==> config.mk <==
export PLATFORM = sky130hd
export DESIGN_NAME = fetch_stage_ctrl_flat
export DESIGN_NICKNAME = d
export VERILOG_FILES = /design/src/rtl/fetch_stage_ctrl_pkg.sv /design/src/rtl/fetch_stage_ctrl_if.sv /design/src/rtl/fetch_hold_buf.sv /design/src/rtl/fetch_stage_ctrl.sv /design/src/flat_wrapper.sv
export SDC_FILE = /design/constraint.sdc
export NUM_CORES = 1
export LEC_CHECK = 0
export BUFFER_PORTS_ARGS = -buffer_cell sky130_fd_sc_hd__buf_2
export CORE_MARGIN = 2
export CORE_UTILIZATION = 40
export DETAILED_ROUTE_END_ITERATION = 6
export PLACE_DENSITY_LB_ADDON = 0.15
export SYNTH_ARGS = -nofsm -noshare
export SYNTH_HDL_FRONTEND = slang
export SYNTH_SLANG_ARGS = --single-unit
==> constraint.sdc <==
create_clock -name clk -period 5.1 [get_ports clk]
set_input_delay 0.51 -clock clk [delete_from_list [all_inputs] [get_ports clk]]
set_output_delay 0.51 -clock clk [all_outputs]
set_load 0.005 [all_outputs]
==> src/rtl/fetch_stage_ctrl_pkg.sv <==
`default_nettype none
// ---------------------------------------------------------------------------
// fetch_stage_ctrl_pkg : shared types and constants for the fetch stage
// Revision: 1.0
// ---------------------------------------------------------------------------
package fetch_stage_ctrl_pkg;

   typedef enum logic [1:0] {
      ST_REQ   = 2'd0,
      ST_HELD  = 2'd1,
      ST_DRAIN = 2'd2
   } fetch_state_t;

   localparam logic [31:0] NOP_WORD = 32'h0000_0013;
   localparam int          PC_INC   = 4;

endpackage
`default_nettype wire

==> src/rtl/fetch_stage_ctrl_if.sv <==
`default_nettype none
// ---------------------------------------------------------------------------
// fetch_stage_ctrl_if : instruction-memory request/response bus
// Revision: 1.0
// ---------------------------------------------------------------------------
interface fetch_stage_ctrl_if #(
   parameter int XLEN = 32
);
   logic            imem_req;
   logic [XLEN-1:0] imem_addr;
   logic            imem_ready;
   logic [31:0]     imem_rdata;

   modport master (
      output imem_req,
      output imem_addr,
      input  imem_ready,
      input  imem_rdata
   );

   modport slave (
      input  imem_req,
      input  imem_addr,
      output imem_ready,
      output imem_rdata
   );
endinterface
`default_nettype wire

==> src/rtl/fetch_hold_buf.sv <==
`default_nettype none
// ---------------------------------------------------------------------------
// fetch_hold_buf : one-entry {pc, instr} buffer, clear wins over load
// Revision: 1.0
// ---------------------------------------------------------------------------
module fetch_hold_buf #(
   parameter int XLEN = 32
) (
   input  logic            clk,
   input  logic            rst_n,
   input  logic            load,
   input  logic            clear,
   input  logic [XLEN-1:0] in_pc,
   input  logic [31:0]     in_instr,
   output logic            full,
   output logic [XLEN-1:0] buf_pc,
   output logic [31:0]     buf_instr
);

   always_ff @(posedge clk or negedge rst_n) begin
      if (!rst_n) begin
         full      <= 1'b0;
         buf_pc    <= '0;
         buf_instr <= '0;
      end else if (clear) begin
         full      <= 1'b0;
      end else if (load) begin
         full      <= 1'b1;
         buf_pc    <= in_pc;
         buf_instr <= in_instr;
      end
   end

endmodule
`default_nettype wire

==> src/rtl/fetch_stage_ctrl.sv <==
`default_nettype none
// ---------------------------------------------------------------------------
// fetch_stage_ctrl : PC / IF-ID owner with stall, branch flush and hold buffer
// Revision: 1.0
// ---------------------------------------------------------------------------
module fetch_stage_ctrl
   import fetch_stage_ctrl_pkg::*;
#(
   parameter int              XLEN      = 32,
   parameter logic [XLEN-1:0] RESET_PC  = '0,
   parameter logic [31:0]     NOP_INSTR = NOP_WORD
) (
   input  logic             clk,
   input  logic             rst_n,
   input  logic             PC_Write,
   input  logic             IF_ID_Write,
   input  logic             branch_taken,
   input  logic [XLEN-1:0]  branch_target,
   fetch_stage_ctrl_if.master imem,
   output logic [XLEN-1:0]  IF_ID_pc,
   output logic [31:0]      IF_ID_instr,
   output logic             IF_ID_valid
);

   fetch_state_t    state, state_n;
   logic [XLEN-1:0] pc, pc_n;
   logic [XLEN-1:0] drain_addr, drain_addr_n;
   logic [XLEN-1:0] ifid_pc_n;
   logic [31:0]     ifid_instr_n;
   logic            ifid_valid_n;
   logic            buf_load, buf_clear, buf_full;
   logic [XLEN-1:0] buf_pc;
   logic [31:0]     buf_instr;
   logic            advance;
   logic [XLEN-1:0] pc_inc;

   assign advance = PC_Write && IF_ID_Write;
   assign pc_inc  = pc + XLEN'(PC_INC);

   assign imem.imem_req  = rst_n && (state != ST_HELD);
   assign imem.imem_addr = (state == ST_DRAIN) ? drain_addr : pc;

   fetch_hold_buf #(.XLEN(XLEN)) u_hold_buf (
      .clk       (clk),
      .rst_n     (rst_n),
      .load      (buf_load),
      .clear     (buf_clear),
      .in_pc     (pc),
      .in_instr  (imem.imem_rdata),
      .full      (buf_full),
      .buf_pc    (buf_pc),
      .buf_instr (buf_instr)
   );

   always_ff @(posedge clk or negedge rst_n) begin
      if (!rst_n) begin
         state       <= ST_REQ;
         pc          <= RESET_PC;
         drain_addr  <= '0;
         IF_ID_pc    <= '0;
         IF_ID_instr <= NOP_INSTR;
         IF_ID_valid <= 1'b0;
      end else begin
         state       <= state_n;
         pc          <= pc_n;
         drain_addr  <= drain_addr_n;
         IF_ID_pc    <= ifid_pc_n;
         IF_ID_instr <= ifid_instr_n;
         IF_ID_valid <= ifid_valid_n;
      end
   end

   always_comb begin
      state_n      = state;
      pc_n         = pc;
      drain_addr_n = drain_addr;
      ifid_pc_n    = IF_ID_pc;
      ifid_instr_n = IF_ID_instr;
      ifid_valid_n = IF_ID_valid;
      buf_load     = 1'b0;
      buf_clear    = 1'b0;

      if (branch_taken) begin
         // Redirect beats any stall; an outstanding request must still drain.
         pc_n         = {branch_target[XLEN-1:2], 2'b00};
         ifid_pc_n    = pc;
         ifid_instr_n = NOP_INSTR;
         ifid_valid_n = 1'b0;
         buf_clear    = 1'b1;
         case (state)
            ST_REQ: begin
               if (!imem.imem_ready) begin
                  drain_addr_n = pc;
                  state_n      = ST_DRAIN;
               end
            end
            ST_DRAIN: begin
               if (imem.imem_ready) state_n = ST_REQ;
            end
            default: state_n = ST_REQ;
         endcase
      end else begin
         case (state)
            ST_REQ: begin
               if (imem.imem_ready && advance) begin
                  ifid_pc_n    = pc;
                  ifid_instr_n = imem.imem_rdata;
                  ifid_valid_n = 1'b1;
                  pc_n         = pc_inc;
               end else if (imem.imem_ready) begin
                  buf_load = 1'b1;
                  state_n  = ST_HELD;
               end else if (advance) begin
                  ifid_pc_n    = pc;
                  ifid_instr_n = NOP_INSTR;
                  ifid_valid_n = 1'b0;
               end
            end
            ST_HELD: begin
               if (advance && buf_full) begin
                  ifid_pc_n    = buf_pc;
                  ifid_instr_n = buf_instr;
                  ifid_valid_n = 1'b1;
                  pc_n         = pc_inc;
                  buf_clear    = 1'b1;
                  state_n      = ST_REQ;
               end
            end
            ST_DRAIN: begin
               if (imem.imem_ready) state_n = ST_REQ;
            end
            default: state_n = ST_REQ;
         endcase
      end
   end

endmodule
`default_nettype wire
==> src/flat_wrapper.sv <==
// flat-port wrapper written by rule: the top's interface ports become plain ports
module fetch_stage_ctrl_flat import fetch_stage_ctrl_pkg::*;
#(
   parameter int              XLEN      = 32,
   parameter logic [XLEN-1:0] RESET_PC  = '0,
   parameter logic [31:0]     NOP_INSTR = NOP_WORD
)
  (clk, rst_n, PC_Write, IF_ID_Write, branch_taken, branch_target, IF_ID_pc, IF_ID_instr, IF_ID_valid, imem_imem_req, imem_imem_addr, imem_imem_ready, imem_imem_rdata);
  fetch_stage_ctrl_if #(.XLEN(XLEN)) imem_i ();
  input  logic clk;
  input  logic rst_n;
  input  logic PC_Write;
  input  logic IF_ID_Write;
  input  logic branch_taken;
  input  logic [XLEN-1:0] branch_target;
  output logic [XLEN-1:0] IF_ID_pc;
  output logic [31:0] IF_ID_instr;
  output logic IF_ID_valid;
  output wire logic [$bits(imem_i.imem_req)-1:0] imem_imem_req;
  output wire logic [$bits(imem_i.imem_addr)-1:0] imem_imem_addr;
  input wire logic [$bits(imem_i.imem_ready)-1:0] imem_imem_ready;
  input wire logic [$bits(imem_i.imem_rdata)-1:0] imem_imem_rdata;
  assign imem_imem_req = imem_i.imem_req;
  assign imem_imem_addr = imem_i.imem_addr;
  assign imem_i.imem_ready = imem_imem_ready;
  assign imem_i.imem_rdata = imem_imem_rdata;
  fetch_stage_ctrl #(.XLEN(XLEN), .RESET_PC(RESET_PC), .NOP_INSTR(NOP_INSTR)) u_core (.clk(clk), .rst_n(rst_n), .PC_Write(PC_Write), .IF_ID_Write(IF_ID_Write), .branch_taken(branch_taken), .branch_target(branch_target), .imem(imem_i), .IF_ID_pc(IF_ID_pc), .IF_ID_instr(IF_ID_instr), .IF_ID_valid(IF_ID_valid));
endmodule
# After elaboration in Yosys (flattened, before gate mapping)
# Index checks and enable logic that the tools add are counted.
[totals]
regBits = 196
out_inout_bits = 98
word_cells = 74
[op_classes]
n_addsub = 1
n_eq_ne = 10
n_mux = 40
bitwise_logic = 2
reduce_logical = 12
[ops]
columns = ["cell", "count"]
rows = [
  ["$mux W32", 14],
  ["$pmux W32 S2", 3],
  ["$add A32 B3 Y32 const B", 1],
  ["$mux W1", 14],
  ["$mux W2", 6],
  ["$ne A3 B3 Y1 const B", 3],
  ["$reduce_and A4 Y1", 2],
  ["$ne A3 B2 Y1 const B", 2],
  ["$pmux W2 S3", 1],
  ["$reduce_and A3 Y1", 2],
  ["$logic_and A1 B1 Y1", 4],
  ["$ne A4 B2 Y1 const B", 1],
  ["$ne A4 B3 Y1 const B", 1],
  ["$pmux W2 S2", 1],
  ["$reduce_bool A3 Y1", 1],
  ["$eq A2 B1 Y1 const B", 1],
  ["$eq A2 B2 Y1 const B", 1],
  ["$logic_not A2 Y1", 1],
  ["$ne A2 B1 Y1 const B", 1],
  ["$not A1 Y1", 2],
  ["$pmux W1 S2", 1],
  ["$reduce_and A2 Y1", 1],
  ["$reduce_bool A2 Y1", 1],
]

# Longest topological paths before layout
[depth]
word_depth = 7
depth_mapped = 8
mapped_depth_nobuf = 5

# Cells and area by module
# From an unflattened synthesis, not the netlist that was laid out.
[hier_totals]
cells_unflattened = 818
area_unflattened_um2 = 9120.0
[by_module_without_submodules]
columns = ["mod", "n_inst", "cells_each", "area_per_inst_um2"]
rows = [
  ["fetch_stage_ctrl", 1, 679, 6386.1],
  ["fetch_hold_buf", 1, 139, 2733.9],
]

# Least setup slack after synthesis
# OpenSTA, ideal clock, no wires.
[synth_path]
path_kind = "flip-flop to output port"
start = "register u_core.state[0]"
end = "output imem_imem_addr[10]"
arrival_ns = 1.530
required_time_ns = 4.590
setup_slack_ns = 3.060
stages_incl_launch_ff = 6
path_buffers = 3
path_cell_list = "dfrtp_1 buf_4 nor2b_1 clkbuf_1 clkbuf_1 mux2_2"
[synth_via]
elab_chain_cells = 2
[synth_lines]
columns = ["element", "line_no", "source"]
rows = [
  ["start, declared", "fetch_stage_ctrl.sv:25", "fetch_state_t state, state_n;"],
  ["start signal, assigned", "fetch_stage_ctrl.sv:64", "state <= state_n;"],
  ["$eq A2 B2 Y1", "fetch_stage_ctrl.sv:41", "assign imem.imem_addr = (state == ST_DRAIN) ? drain_addr : pc;"],
  ["$mux W32", "fetch_stage_ctrl.sv:41", ""],
  ["end, declared", "flat_wrapper.sv:20", "output wire logic [$bits(imem_i.imem_addr)-1:0] imem_imem_addr;"],
]
# No other way between the ends.

# Worst setup path after layout
[layout_path]
start = "register u_core.state[0]"
end = "output imem_imem_addr[2]"
# The elaborated chain is that of the path after synthesis.

==> results <==
- The flow ran to the end, and the final reports show no timing, DRC or antenna violations.
- After detailed routing, the number of remaining DRC violations is 0.
- After filler insertion, the fill cell instance count of the layout stands at 2,043.
- In the finished design, the share of the clock period the worst path needs comes to 58.9%.
- After detailed routing, the number of vias per cell comes to 5.25.
- The flip-flop and latch count after synthesis is 188.
- The synthesized instance count is 784.
- In the final routed layout, each cell accounts on average for 17.4 µm.
- The number of enable flip-flop cells after synthesis is 0.
- The number of nets with antenna violations after detailed routing is 0.
- Routability-driven placement finished with a final weighted congestion of 0.770.
- The max-slew violation total from the final report is 0.
- The total leakage power is 0.00443 µW.
- The number of H-tree levels is 4.
- The highest clock rate is 333 MHz.
- Of all nets on the critical path, the largest fanout is 20.
- The area added between synthesis and finish is 18.1%.
- The total chip power is 4040 µW.
- The net count reported at finish is 975.
- The final routed wirelength across all metal layers is 20.9 mm.
- The setup TNS after final layout is 0 ns.
- The non-filler instance count after layout is 1,198.
- The class of the most critical setup path is flip-flop to primary output.
- Before antenna repair, the detailed router went through 6 iterations.
- At the pin with the least slew margin, the transition time is 0.892 ns.
- The library cell used most frequently in the layout, excluding fill and tap cells, is dfrtp_1.
- The shortest period the worst path allows is 3.00 ns.
- The first global-routing pass estimated 32.8 mm of wire.
- The number of endpoints failing setup at the final stage is 0.
- The later pin in the worst-skew pair is clocked with a latency of 0.43 ns.
- For this block, the via count after detailed routing is 6,289.
- The library cell used as clock root buffer is clkbuf_16.
- Global routing finished with a remaining overflow of 0.
- After synthesis, the mean cell area works out to 11.1 µm².
- The share of synthesized area occupied by flip-flops and latches is 53.9%.
- The tool flagged a number of max-cap violations equal to 0.
- Counting tap cells, the placed design contains a total of 1,165 instances.
- The worst setup path is captured at a primary output.
- For this run, the number of Yosys warnings is 0.
- Clock tree synthesis found a total of 188 sinks.
- The quantity of gates resized following cts is 0.
- The I/O pin count is 168.
- The number of antenna violations at the first check in global routing is 0.
- The global routing met2 resource utilization is 27.3%.
- The path category of the worst min-delay check is input port to asynchronous set/reset pin.
- The fraction of layout cells with a size suffix above 1 is 36.3%.
- Input and output buffers added on the ports amount to 161.
- For the worst setup path, the data arrival time is 2.49 ns.
- The standard cell area after detailed placement is 9710 µm².
- The top cell types in the final layout, fill and taps aside, are dfrtp_1 (185), buf_2 (160), mux2_2 (117).
- The overall track demand over capacity in global routing is 18.5%.
- The post-synthesis async set-or-reset flop share is 100%.
- Setup repair after global routing left no endpoint under its margin.
- The top flip-flop cell by instance count after synthesis is dfrtp_1.
- Across all hold checks on the routed design, the worst slack comes to 0.00541 ns.
- The core area is 21,600 µm².
- The TritonCTS clock tree is yes.
- For the final database, setup skew stands at 0.0121 ns.
- The launching element type of the critical path is a flip-flop.
- STA puts the critical path data required time at 4.59 ns.
- The DRC marker count from the first detailed-route iteration is 377.
- The number of CTS-inserted buffers is 17.
- The global-route met1 utilization is 27.6%.
- In this run, distinct cell masters in the synthesized netlist total 51.
- The width of the die is 152 µm.
- Headroom to the max-slew limit came out at 40.6%.
- The post-CTS clock slew at the launch and capture registers of the worst setup and hold paths is 0.07 ns.
- Power spread over the standard cell area amounts to 392 nW/µm².
- The y dimension of the die is 152 µm.
- The buffer levels on the longest clock path is 2.
- The final design instance area without fill is 10,300 µm².
- The number of hold buffers added after CTS is 0.
- Post-CTS timing repair inserted 0 buffers for setup.
- For met3 alone, demand over resource in global routing was 4.49%.
- The via count of the first global-routing pass came to 5,979.
- The summed instance area of the synthesized netlist is 8730 µm².
- In this run the core area contains 54 standard-cell rows.
- The maximum number of pins on one net before global-route repair is 142.
- The wire-length estimate of the detail-placed layout is 13.9 mm.
- The launch point of the worst reg-to-reg path is u_core.state[0]$_DFFE_PN0P_.
- IR analysis of the VDD net gives a maximum drop of 0.223 mV.
- The die covers 23,000 µm².
- After global routing, the most crowded layer is met1.
- The initial utilization of the core area, before any placement, comes to 40.4%.
- Tracing the worst setup path back leads to its startpoint at u_core.state[0]$_DFFE_PN0P_.
- The number of hold-slack violations in the final timing report is 0.
-- cells by family (layout without fill, tap and decap cells) --
family | Yosys count | count (layout) | share of synthesized area [%]
buf+inv | 80 | 210 | 3.91
other cells | 1 | 5 | 0.0430
mux | 146 | 146 | 18.5
fa+ha+maj | 1 | 1 | 0.143
simple gates | 198 | 198 | 11.5
compound gates | 163 | 163 | 11.4
flops | 188 | 188 | 53.9
xor+xnor | 7 | 7 | 0.702
-- sequential cells by signal, summed over array words and instances (netlist names) --
signal                       cells
u_core.pc                       30
u_core.IF_ID_valid               1
u_core.state                     2
u_core.u_hold_buf.buf_instr     32
u_core.IF_ID_pc                 30
u_core.u_hold_buf.buf_pc        30
u_core.u_hold_buf.full           1
u_core.drain_addr               30
u_core.IF_ID_instr              32
-- synth_stat cells (all sizes together) (2+ instances only) --
cell    instances  share of area [%]
nand3          17               0.97
inv             8               0.34
buf            30                1.7
nand2          95                4.1
o21ai          80                4.6
a221oi          2               0.20
nor4b           2               0.20
and2            2               0.14
or4b            2               0.23
mux2          117                 15
or2             2               0.14
xnor2           6               0.60
nand4          11               0.93
nor4            8               0.57
a32oi           3               0.30
a31oi          13               0.93
or4            17                1.5
dfstp           3               0.90
or3             2               0.14
nor2b           8               0.57
a211oi          2               0.17
dfrtp         185                 53
and4            2               0.20
nor3            7               0.40
a21oi          12               0.69
nand2b          2               0.14
mux2i          29                3.4
nor2           17               0.73
o31ai          12                1.0
a22o            2               0.20
o211ai          2               0.17
a22oi          29                2.5
a211o           2               0.20
clkbuf         42                1.8
-- path summary, 6_finish.rpt --
check	end	slack [ns]	cells after the start
max	imem_imem_addr[2]	2.10	4
min reg2reg	u_core.IF_ID_instr[0]$_DFFE_PN1P_	0.46	2
min	u_core.u_hold_buf.buf_instr[9]$_DFFE_PN0P_	0.005	1
max in group asynchronous	u_core.IF_ID_instr[5]$_DFFE_PN0P_	3.98	2
max reg2reg	u_core.IF_ID_pc[6]$_DFFE_PN0P_	2.52	5
min in group clk	u_core.pc[11]$_DFFE_PN0P_	0.29	3
-- metal layers --
metal	vias to the layer above	wire length, µm
met1	3071	10500
met3	11	984
met5	-	0
li1	3062	-
met2	145	9190
met4	0	173
-- stage by stage --
step	worst slack [ns]	util (%)
floorplan	3.06	-
global placement	2.26	44.9
detailed placement	2.25	44.9
CTS	2.05	47.7
global route	1.97	47.7
finish	2.10	47.7
-- area by class of cell --
cell class                 count  area [µm²]  area share, %
sequential                   188        4710           45.7
tap                          280         350           3.40
clock buffer                  19         443           4.30
inverter                       8        30.0          0.291
timing repair buffer         170         895           8.68
antenna                        1        2.50         0.0243
clock inverter                13         158           1.53
multi-input combinational    519        3720           36.1
-- where the power goes --
group / total, µW / switching [µW] / leakage [µW] / internal [µW]
sequential: 1980 / 186 / 0.00226 / 1790
combinational: 693 / 316 / 0.00188 / 377
clock: 1370 / 619 / 0.000291 / 750
total: 4040 / 1120 / 0.00443 / 2920
-- worst max-delay path, cell delays in order (launching register included) --
cell     delay (ns)
dfrtp_1        0.50
nor2b_2        0.64
buf_4          0.40
mux2_2         0.38
buf_2          0.13
No activity file was read; power rests on OpenSTA's default activity.
